## src/rtl/track_pkg.sv

```systemverilog
// rtl/track_pkg.sv - shared types and constants for the tracking overlay path
// Lock states, overlay select codes, overlay colours and default frame geometry.
// The measurement stage uses the same frame geometry.
package track_pkg;

  localparam int DEF_H_ACTIVE = 640;
  localparam int DEF_V_ACTIVE = 480;

  typedef enum logic [1:0] {
    SEARCH = 2'd0,
    LOCKED = 2'd1,
    COAST  = 2'd2
  } lock_state_t;

  typedef enum logic [1:0] {
    OVL_NONE  = 2'd0,
    OVL_BOX   = 2'd1,
    OVL_COAST = 2'd2
  } ovl_sel_t;

  // Overlay colours as {R,G,B} channel masks. Each set channel is driven to full
  // scale, so the colours follow any COLOR_WIDTH.
  localparam logic [2:0] BOX_COLOR   = 3'b100;  // full red
  localparam logic [2:0] COAST_COLOR = 3'b110;  // full yellow

endpackage

```

## src/rtl/track_pixel_counter.sv

```systemverilog
// rtl/track_pixel_counter.sv - x/y raster counter for a pixel stream
// Ports: clk, areset (async, active high), pixel_valid, sof -> x, y.
// x/y give the coordinate of the current valid pixel. An sof pixel is (0,0).
// x wraps at H_ACTIVE-1 and y saturates at V_ACTIVE. Both hold while pixel_valid is low.
module track_pixel_counter #(
  parameter int INPUT_WIDTH = 11,
  parameter int H_ACTIVE    = 640,
  parameter int V_ACTIVE    = 480
) (
  input  logic                   clk,
  input  logic                   areset,
  input  logic                   pixel_valid,
  input  logic                   sof,
  output logic [INPUT_WIDTH-1:0] x,
  output logic [INPUT_WIDTH-1:0] y
);

  logic [INPUT_WIDTH-1:0] x_q;
  logic [INPUT_WIDTH-1:0] y_q;
  logic                   restart;

  // The registers hold the coordinate of the next pixel. An sof restarts the count in the same cycle.
  assign restart = pixel_valid & sof;
  assign x       = restart ? '0 : x_q;
  assign y       = restart ? '0 : y_q;

  always_ff @(posedge clk or posedge areset) begin
    if (areset) begin
      x_q <= '0;
      y_q <= '0;
    end else if (pixel_valid) begin
      if (x == INPUT_WIDTH'(H_ACTIVE - 1)) begin
        x_q <= '0;
        y_q <= (y == INPUT_WIDTH'(V_ACTIVE)) ? y : y + 1'b1;
      end else begin
        x_q <= x + 1'b1;
        y_q <= y;
      end
    end
  end

endmodule

```

## src/rtl/track_overlay.sv

```systemverilog
// rtl/track_overlay.sv - draws a tracking box and centre marker on an RGB stream
// Ports: clk, areset (async, active high); pixel_in/pixel_valid_in/sof_in stream in;
// x_position/y_position/valid_position centroid in; pixel_out/pixel_valid_out/sof_out
// stream out (2-cycle latency); lock is high while LOCKED or COAST.
module track_overlay
  import track_pkg::*;
#(
  parameter int INPUT_WIDTH = 11,
  parameter int COLOR_WIDTH = 10,
  parameter int H_ACTIVE    = DEF_H_ACTIVE,
  parameter int V_ACTIVE    = DEF_V_ACTIVE,
  parameter int BOX_HALF    = 16,
  parameter int MISS_LIMIT  = 4
) (
  input  logic                     clk,
  input  logic                     areset,
  input  logic [3*COLOR_WIDTH-1:0] pixel_in,
  input  logic                     pixel_valid_in,
  input  logic                     sof_in,
  input  logic [26:0]              x_position,
  input  logic [26:0]              y_position,
  input  logic                     valid_position,
  output logic [3*COLOR_WIDTH-1:0] pixel_out,
  output logic                     pixel_valid_out,
  output logic                     sof_out,
  output logic                     lock
);

  localparam int DW = INPUT_WIDTH + 1;
  localparam logic [3*COLOR_WIDTH-1:0] BOX_RGB = {{COLOR_WIDTH{BOX_COLOR[2]}},
      {COLOR_WIDTH{BOX_COLOR[1]}}, {COLOR_WIDTH{BOX_COLOR[0]}}};
  localparam logic [3*COLOR_WIDTH-1:0] COAST_RGB = {{COLOR_WIDTH{COAST_COLOR[2]}},
      {COLOR_WIDTH{COAST_COLOR[1]}}, {COLOR_WIDTH{COAST_COLOR[0]}}};

  logic [INPUT_WIDTH-1:0] px, py;
  logic [INPUT_WIDTH-1:0] pend_x, pend_y, cx, cy, cx_use, cy_use, x_clamp, y_clamp;
  logic                   pend_flag, commit;
  logic [3:0]             miss_cnt, miss_nxt;
  lock_state_t            state, state_nxt;
  logic [DW-1:0]          dx, dy, adx, ady;
  logic                   box_hit, centre_hit;
  ovl_sel_t               sel, s1_sel;
  logic [3*COLOR_WIDTH-1:0] s1_pixel;
  logic                   s1_valid, s1_sof;

  track_pixel_counter #(
    .INPUT_WIDTH(INPUT_WIDTH),
    .H_ACTIVE   (H_ACTIVE),
    .V_ACTIVE   (V_ACTIVE)
  ) u_counter (
    .clk        (clk),
    .areset     (areset),
    .pixel_valid(pixel_valid_in),
    .sof        (sof_in),
    .x          (px),
    .y          (py)
  );

  assign commit  = pixel_valid_in & sof_in;
  assign x_clamp = (x_position > 27'(H_ACTIVE - 1)) ? INPUT_WIDTH'(H_ACTIVE - 1)
                                                    : x_position[INPUT_WIDTH-1:0];
  assign y_clamp = (y_position > 27'(V_ACTIVE - 1)) ? INPUT_WIDTH'(V_ACTIVE - 1)
                                                    : y_position[INPUT_WIDTH-1:0];

  // Frame commit. The sof pixel is drawn with the centre and state it commits.
  always_comb begin
    cx_use    = cx;
    cy_use    = cy;
    miss_nxt  = miss_cnt;
    state_nxt = state;
    if (commit) begin
      if (pend_flag) begin
        cx_use    = pend_x;
        cy_use    = pend_y;
        miss_nxt  = '0;
        state_nxt = LOCKED;
      end else begin
        if (miss_cnt != 4'(MISS_LIMIT)) miss_nxt = miss_cnt + 4'd1;
        unique case (state)
          LOCKED:  state_nxt = COAST;
          COAST:   if (miss_nxt == 4'(MISS_LIMIT)) state_nxt = SEARCH;
          default: state_nxt = SEARCH;
        endcase
      end
    end
  end

  // Zero-extended subtraction yields a signed difference. Off-screen box parts
  // never match an on-screen coordinate, so clipping needs no extra logic.
  always_comb begin
    dx         = {1'b0, px} - {1'b0, cx_use};
    dy         = {1'b0, py} - {1'b0, cy_use};
    adx        = dx[DW-1] ? (~dx + 1'b1) : dx;
    ady        = dy[DW-1] ? (~dy + 1'b1) : dy;
    box_hit    = ((adx == DW'(BOX_HALF)) && (ady <= DW'(BOX_HALF))) ||
                 ((ady == DW'(BOX_HALF)) && (adx <= DW'(BOX_HALF)));
    centre_hit = (adx == '0) && (ady == '0);
  end

  always_comb begin
    sel = OVL_NONE;
    if (pixel_valid_in && (py < INPUT_WIDTH'(V_ACTIVE))) begin
      if ((state_nxt == LOCKED) && (box_hit || centre_hit)) sel = OVL_BOX;
      else if ((state_nxt == COAST) && box_hit)             sel = OVL_COAST;
    end
  end

  always_ff @(posedge clk or posedge areset) begin
    if (areset) begin
      state           <= SEARCH;
      cx              <= '0;
      cy              <= '0;
      pend_x          <= '0;
      pend_y          <= '0;
      pend_flag       <= 1'b0;
      miss_cnt        <= 4'(MISS_LIMIT);
      lock            <= 1'b0;
      s1_valid        <= 1'b0;
      s1_sof          <= 1'b0;
      s1_pixel        <= '0;
      s1_sel          <= OVL_NONE;
      pixel_valid_out <= 1'b0;
      sof_out         <= 1'b0;
      pixel_out       <= '0;
    end else begin
      // Stage 1: pixel, compare result and frame commit.
      s1_valid <= pixel_valid_in;
      s1_sof   <= commit;
      s1_pixel <= pixel_valid_in ? pixel_in : '0;
      s1_sel   <= sel;
      if (commit) begin
        cx       <= cx_use;
        cy       <= cy_use;
        miss_cnt <= miss_nxt;
        state    <= state_nxt;
        lock     <= (state_nxt != SEARCH);
      end
      // A capture that coincides with sof is kept for the following frame.
      if (valid_position) begin
        pend_x    <= x_clamp;
        pend_y    <= y_clamp;
        pend_flag <= 1'b1;
      end else if (commit) begin
        pend_flag <= 1'b0;
      end
      // Stage 2: colour mux.
      pixel_valid_out <= s1_valid;
      sof_out         <= s1_sof;
      unique case (s1_sel)
        OVL_BOX:   pixel_out <= BOX_RGB;
        OVL_COAST: pixel_out <= COAST_RGB;
        default:   pixel_out <= s1_pixel;
      endcase
    end
  end

endmodule

```

## config.mk

```make
export PLATFORM = sky130hd
export DESIGN_NAME = track_overlay
export DESIGN_NICKNAME = d
export VERILOG_FILES = /design/src/rtl/track_pkg.sv /design/src/rtl/track_pixel_counter.sv /design/src/rtl/track_overlay.sv
export SDC_FILE = /design/constraint.sdc
export NUM_CORES = 1
export LEC_CHECK = 0
export BUFFER_PORTS_ARGS = -buffer_cell sky130_fd_sc_hd__buf_2
export CELL_PAD_IN_SITES_DETAIL_PLACEMENT = 1
export CELL_PAD_IN_SITES_GLOBAL_PLACEMENT = 1
export CORE_MARGIN = 1
export CORE_UTILIZATION = 44
export CTS_CLUSTER_SIZE = 20
export DETAILED_ROUTE_END_ITERATION = 10
export HOLD_SLACK_MARGIN = 0.05
export PLACE_DENSITY_LB_ADDON = 0.1
export SYNTH_ARGS = -nofsm -noshare
export SYNTH_HDL_FRONTEND = slang
export SYNTH_SLANG_ARGS = --single-unit
export TNS_END_PERCENT = 100
```

## constraint.sdc

```tcl
create_clock -name clk -period 7.04 [get_ports clk]
set_input_delay 1.76 -clock clk [delete_from_list [all_inputs] [get_ports clk]]
set_output_delay 1.76 -clock clk [all_outputs]
set_load 0.02 [all_outputs]
```

Yosys cells after proc, flatten, opt, wreduce, memory -nomap -nowiden
Index checks and enable logic that the tools add are counted.

Add/subtract/negate cells: 7. Order comparisons: 5. Equality and inequality tests: 12. Multiplexer cells: 28. Bitwise logic cells: 3. Reductions and logical operators: 12.

Operator list (number): two-way mux 11 bit (11); case mux 30 bit (2 select lines) (1); two-way mux 30 bit (1); greater-than comparator 27 x 10 -> 1 bit (second input constant) (1); greater-than comparator 27 x 9 -> 1 bit (second input constant) (1); adder 12 x 1 -> 12 bit (second input constant) (2); equality test 12 x 5 -> 1 bit (second input constant) (2); less-or-equal comparator 12 x 5 -> 1 bit (second input constant) (2); zero test 12 bit (2); two-way mux 12 bit (2); inverter 12 bit (2); subtractor 11 x 11 -> 12 bit (2); adder 11 x 1 -> 11 bit (second input constant) (2); two-way mux 4 bit (4); two-way mux 2 bit (6); equality test 11 x 10 -> 1 bit (second input constant) (1); equality test 11 x 9 -> 1 bit (second input constant) (1); < comparator 11 x 9 -> 1 bit (second input constant) (1); equality test 2 x 1 -> 1 bit (second input constant) (3); equality test 2 bit (second input constant) (3); logical AND 1 bit (6); adder 4 x 1 -> 4 bit (second input constant) (1); equality test 4 x 3 -> 1 bit (second input constant) (1); inequality test 4 x 3 -> 1 bit (second input constant) (1); 5 further kinds (8).

Flip-flop bits (word level): 140. Input bits: 89. Output and inout bits: 33.

Longest topological paths before layout
Depth in word-level cells: 14. Gate-level depth with buffers: 17.

By module
From an unflattened synthesis, not the netlist that was laid out.

Cells, all modules: 715. Area, all modules: 7450.9 µm².

By module, submodules not included: track_overlay (times used 1, cells an instance 568, area each 6099.6 µm²); track_pixel_counter (times used 1, cells an instance 147, area each 1351.3 µm²).

Least setup slack after synthesis
OpenSTA, ideal clock, no wires.

Path type: input to register. Start point: input port pixel_valid_in. End point: register s1_sel[0]. Arrival time: 5318 ps. Required time: 6929 ps. Path slack: 1610 ps. Cell stages on the path: 17. Cell sequence: buf_2 nand2_2 inv_2 nand2_1 clkbuf_1 mux2_2 ha_1 fa_1 nor2b_1 o2111ai_1 a31oi_1 a2111oi_0 or3_1 nor4_1 a41oi_1 nand3b_1 a2111oi_2.

Longest elaborated chain between the ends: 13.

Ends and longest elaborated chain: start, declared (line track_overlay.sv:18) `input logic pixel_valid_in,`; bitwise AND 1 bit (*) (line track_overlay.sv:59) `assign commit = pixel_valid_in & sof_in;`; two-way mux 11 bit (*) (line track_overlay.sv:71) `if (commit) begin`; named net cx_use[0] (line track_overlay.sv:36) `logic [INPUT_WIDTH-1:0] pend_x, pend_y, cx, cy, cx_use, cy_use, x_clamp, y_clamp;`; subtractor 11 x 11 -> 12 bit (*) (line track_overlay.sv:91) `dx = {1'b0, px} - {1'b0, cx_use};`; inverter 12 bit (line track_overlay.sv:93) `adx = dx[DW-1] ? (~dx + 1'b1) : dx;`; adder 12 x 1 -> 12 bit (line track_overlay.sv:93); two-way mux 12 bit (*) (line track_overlay.sv:93); less-or-equal comparator 12 x 5 -> 1 bit or equality test 12 x 5 -> 1 bit (tied branches) (line track_overlay.sv:96, track_overlay.sv:95); logical AND 1 bit (on tied branches) (line track_overlay.sv:96, track_overlay.sv:95); logical OR 1 bit (line track_overlay.sv:95) `box_hit = ((adx == DW'(BOX_HALF)) && (ady <= DW'(BOX_HALF))) ||`; logical OR 1 bit (*) (line track_overlay.sv:103) `if ((state_nxt == LOCKED) && (box_hit || centre_hit)) sel = OVL_BOX;`; logical AND 1 bit (*) (line track_overlay.sv:103); two-way mux 2 bit (*) (line track_overlay.sv:103); two-way mux 2 bit (*) (line track_overlay.sv:102) `if (pixel_valid_in && (py < INPUT_WIDTH'(V_ACTIVE))) begin`; named net sel[0] (line track_overlay.sv:42) `ovl_sel_t sel, s1_sel;`; end signal, assigned (line track_overlay.sv:130) `s1_sel <= sel;`; end, declared (line track_overlay.sv:42).

The timed path passes the listed nets; every way through them passes the cells marked *. A chain may end at the register's enable or synchronous reset.

Final worst setup path
Start point: input port sof_in. End point: register s1_sel[0].

Longest elaborated chain between the ends: 13.

Ends and longest elaborated chain: start, declared (line track_overlay.sv:19) `input logic sof_in,`; bitwise AND 1 bit (*) (line track_overlay.sv:59); two-way mux 11 bit (*) (line track_overlay.sv:71); named net cx_use[0] (line track_overlay.sv:36); subtractor 11 x 11 -> 12 bit (*) (line track_overlay.sv:91); inverter 12 bit (line track_overlay.sv:93); adder 12 x 1 -> 12 bit (line track_overlay.sv:93); two-way mux 12 bit (*) (line track_overlay.sv:93); less-or-equal comparator 12 x 5 -> 1 bit or equality test 12 x 5 -> 1 bit (tied branches) (line track_overlay.sv:96, track_overlay.sv:95); logical AND 1 bit (on tied branches) (line track_overlay.sv:96, track_overlay.sv:95); logical OR 1 bit (line track_overlay.sv:95); logical OR 1 bit (*) (line track_overlay.sv:103); logical AND 1 bit (*) (line track_overlay.sv:103); two-way mux 2 bit (*) (line track_overlay.sv:103); two-way mux 2 bit (*) (line track_overlay.sv:102); named net sel[0] (line track_overlay.sv:42).

Marked as above.

==> out/qor.yml <==
cts_max_level: 4
p_int_uw: 1460
synth_top_family_by_area: "simple AND/OR/NAND/NOR gates"
grt_max_degree: 89
stdcell_area_um2: 8590
dpl_cell_area_um2: 8000
hp-class: "flip-flop to flip-flop"
dp_hpwl_mm: 13.4
drv_cap: 0
wl_per_cell_um: 17.0
fin_skew_ns: 0.0118
crit_path_top_delay_cell: "nand2_1"
die_h_um: 130
drc: 0
fin_hold_ws_ns: 0.341
slew_headroom: 0.273
synth-xor-area-share: 0.0317
p_sw_frac: 0.252
io_pins: 122
power.share.clock: 0.458
grt_first_pass_wirelength_mm: 29.6
ctsHoldBuffers: 0
path_buf_inv: 3
synth_mux_area_frac: 0.0566
cts_sinks: 140
die_x_um: 130
worst_slew_pin_slew_ns: 1.09
num_rows: 46
timing.critical_path.cells: "buf_2, nand2_2, inv_2, nand2_1, buf_4, mux2_2, ha_1, fa_1, nor2b_1, o2111ai_1, a31oi_1, a2111oi_0, or3_1, nor4_1, a41oi_1, nand3b_1, a2111oi_2"
critPathMaxFanout: 15
syn-num-nets: 808
seq_area_frac_synth: 0.488
r2r_setup_slack_ns: 2.65
cts_resized: 0
port_buffers: 121
p_leak_uw: 0.00423
antenna_left: 0
cts_root_buf: "clkbuf_16"
cp-start-kind: "primary input"
cts_tree: "yes"
async_flop_share: 1.00
ys_warn_count: 0
regArea_um2: 3500
clk_pin_slew_ns: 0.06
synth.distinct_cells: 75
synth_compound_area_frac: 0.138
setup_viol: 0
firstDrtPassIters: 4
grt.total_usage: 0.230
drv_slew: 0
seqPwrFrac: 0.436
syn_to_final_growth_pct: 19.7
core_area_um2: 15900
power.switching_uw: 492
tns_ns: 0
clockBufferDepth: 2
crit_family: "simple AND/OR/NAND/NOR gates"
slowest_delay_ns: 0.42
rsz0062_at_grt: "false"
end_kind: "flip-flop"
peakVddDrop_mv: 0.155
post_cts_buffers: 0
synth_area_per_cell_um2: 10.5
drtIter0Drc: 256
finalHoldViolCount: 0
finalWirelength_mm: 17.7
clk_latency_ns: 0.42
layout.nets: 931
viasPerCell: 5.27
fillers: 1820
power_frac_comb: 0.106
synth-seq-cells: 140
antenna_found_initial: 0
via_count: 5480
synth-simple-area-share: 0.187
clock.fmax_mhz: 177
timing.final.crit_share: 0.804
critPathRequiredTime_ns: 7.35
grt_pass1_vias: 5978
finalCriticalPeriod_ns: 5.66
drive_above_1_share: 0.248
worstSetupPathType: "primary input to flip-flop"
synth_ff_type: "dfrtp_1"
overflow: 0
synth_fa_ha_area_frac: 0.0578
status: "completed"
crit_arrival_ns: 5.96
synth_area_um2: 7180
cts_buffers: 17
design.die.area_um2: 16800
synth_edf_count: 0
p_per_area_nw_per_um2: 227
syn_inst: 687
gp_congestion: 0.818
multi_input_area_um2: 3390
initial_utilization: 0.452
-- cell type report --
type                            instances  share of cell area
Antenna cell                            1            0.000291
Clock buffer                           19              0.0527
Clock inverter                         12              0.0159
Inverter                               52              0.0233
Multi-Input combinational cell        474               0.394
Sequential cell                       140               0.408
Tap cell                              216              0.0315
Timing Repair Buffer                  125              0.0740
-- synthesized netlist by cell type, types with 2 or more instances --
master	n	area [um^2]
dfrtp_1	139	3480
nand2_1	61	229
and2_1	57	357
inv_1	51	191
ha_1	30	375
mux2_2	30	338
nor2_1	28	105
o21ai_0	26	130
a21oi_1	21	105
nand2b_1	19	119
clkbuf_1	17	63.8
o22a_1	16	140
xnor2_1	16	140
nand3_1	12	60.1
nor2b_1	11	68.8
a21o_1	10	75.1
nor3_1	10	50.1
nor4_1	10	62.6
xor2_1	10	87.6
and3_1	8	50.1
nand4_1	7	43.8
o211ai_1	7	52.6
a22o_1	5	43.8
a31oi_1	5	31.3
a211oi_1	4	30.0
mux2i_1	4	40.0
nand3b_1	4	30.0
nor3b_1	4	30.0
or3_1	4	25.0
or4_1	4	30.0
a211o_1	3	26.3
o21a_1	3	22.5
o21bai_1	3	22.5
or2_2	3	18.8
a2111oi_2	2	30.0
a32o_1	2	20.0
fa_1	2	40.0
o21ai_1	2	10.0
-- flip-flops by register name, summed over array words and instances (netlist names), 11 cells and up --
name	cells
u_counter.y_q	11
s1_pixel	30
cx	11
cy	11
pend_x	11
pend_y	11
pixel_out	30
u_counter.x_q	11
-- final timing paths --
path | from | endpoint | cells past startpoint
max | sof_in | s1_sel[0] | 17
min | s1_sof | sof_out | 0
max reg2reg | pend_flag | s1_sel[0] | 14
min reg2reg | s1_sof | sof_out | 0
max in group asynchronous | areset | cy[10] | 3
min in group asynchronous | areset | pixel_out[19] | 2
-- power by group through the flow --
| stage | sequential, uW | clock (uW) | combinational [uW] |
|---|---|---|---|
| 2_1_floorplan | 875 | 0 | 122 |
| 3_3_place_gp | 864 | 0 | 199 |
| 3_5_place_dp | 866 | 0 | 210 |
| 4_1_cts | 852 | 916 | 212 |
| 5_1_grt | 855 | 947 | 234 |
| 6_report | 851 | 893 | 207 |
-- cell families after synthesis --
| family | count (synthesis) |
|---|---|
| compound gates | 132 |
| xor+xnor | 26 |
| fa+ha+maj | 32 |
| buf+inv | 73 |
| flops | 140 |
| mux | 36 |
| simple gates | 248 |
-- per-layer routing --
metal	share of wire	track usage	vias to the layer above
met1	0.42	0.278	2706
met3	0.038	0.0488	26
met2	0.53	0.411	96
met4	0.014	0.0670	0
li1	-	-	2652
met5	0	0	-
-- layout by cell type, fill, tap and decap left out, types with 11 or more instances in the layout --
master | Yosys | final
nand2b_1 | 19 | 19
mux2_2 | 30 | 30
ha_1 | 30 | 30
o21ai_0 | 26 | 26
and2_1 | 57 | 57
nor2b_1 | 11 | 11
o22a_1 | 16 | 16
xnor2_1 | 16 | 16
nand2_1 | 61 | 61
nor2_1 | 28 | 28
nand3_1 | 12 | 12
inv_1 | 51 | 50
clkbuf_16 | 0 | 17
buf_2 | 1 | 121
a21oi_1 | 21 | 21
dfrtp_1 | 139 | 139
-- stage by stage --
step           total power [uW]  setup slack [ns]   util  instances
2_1_floorplan               997              1.53      -        687
3_3_place_gp               1060              1.12  0.504       1007
3_5_place_dp               1080             0.977  0.504       1007
4_1_cts                    1980              1.35  0.541       1038
5_1_grt                    2040             0.985  0.541       1038
6_report                   1950              1.38  0.541       1039
(Power assumes the default switching activity.)
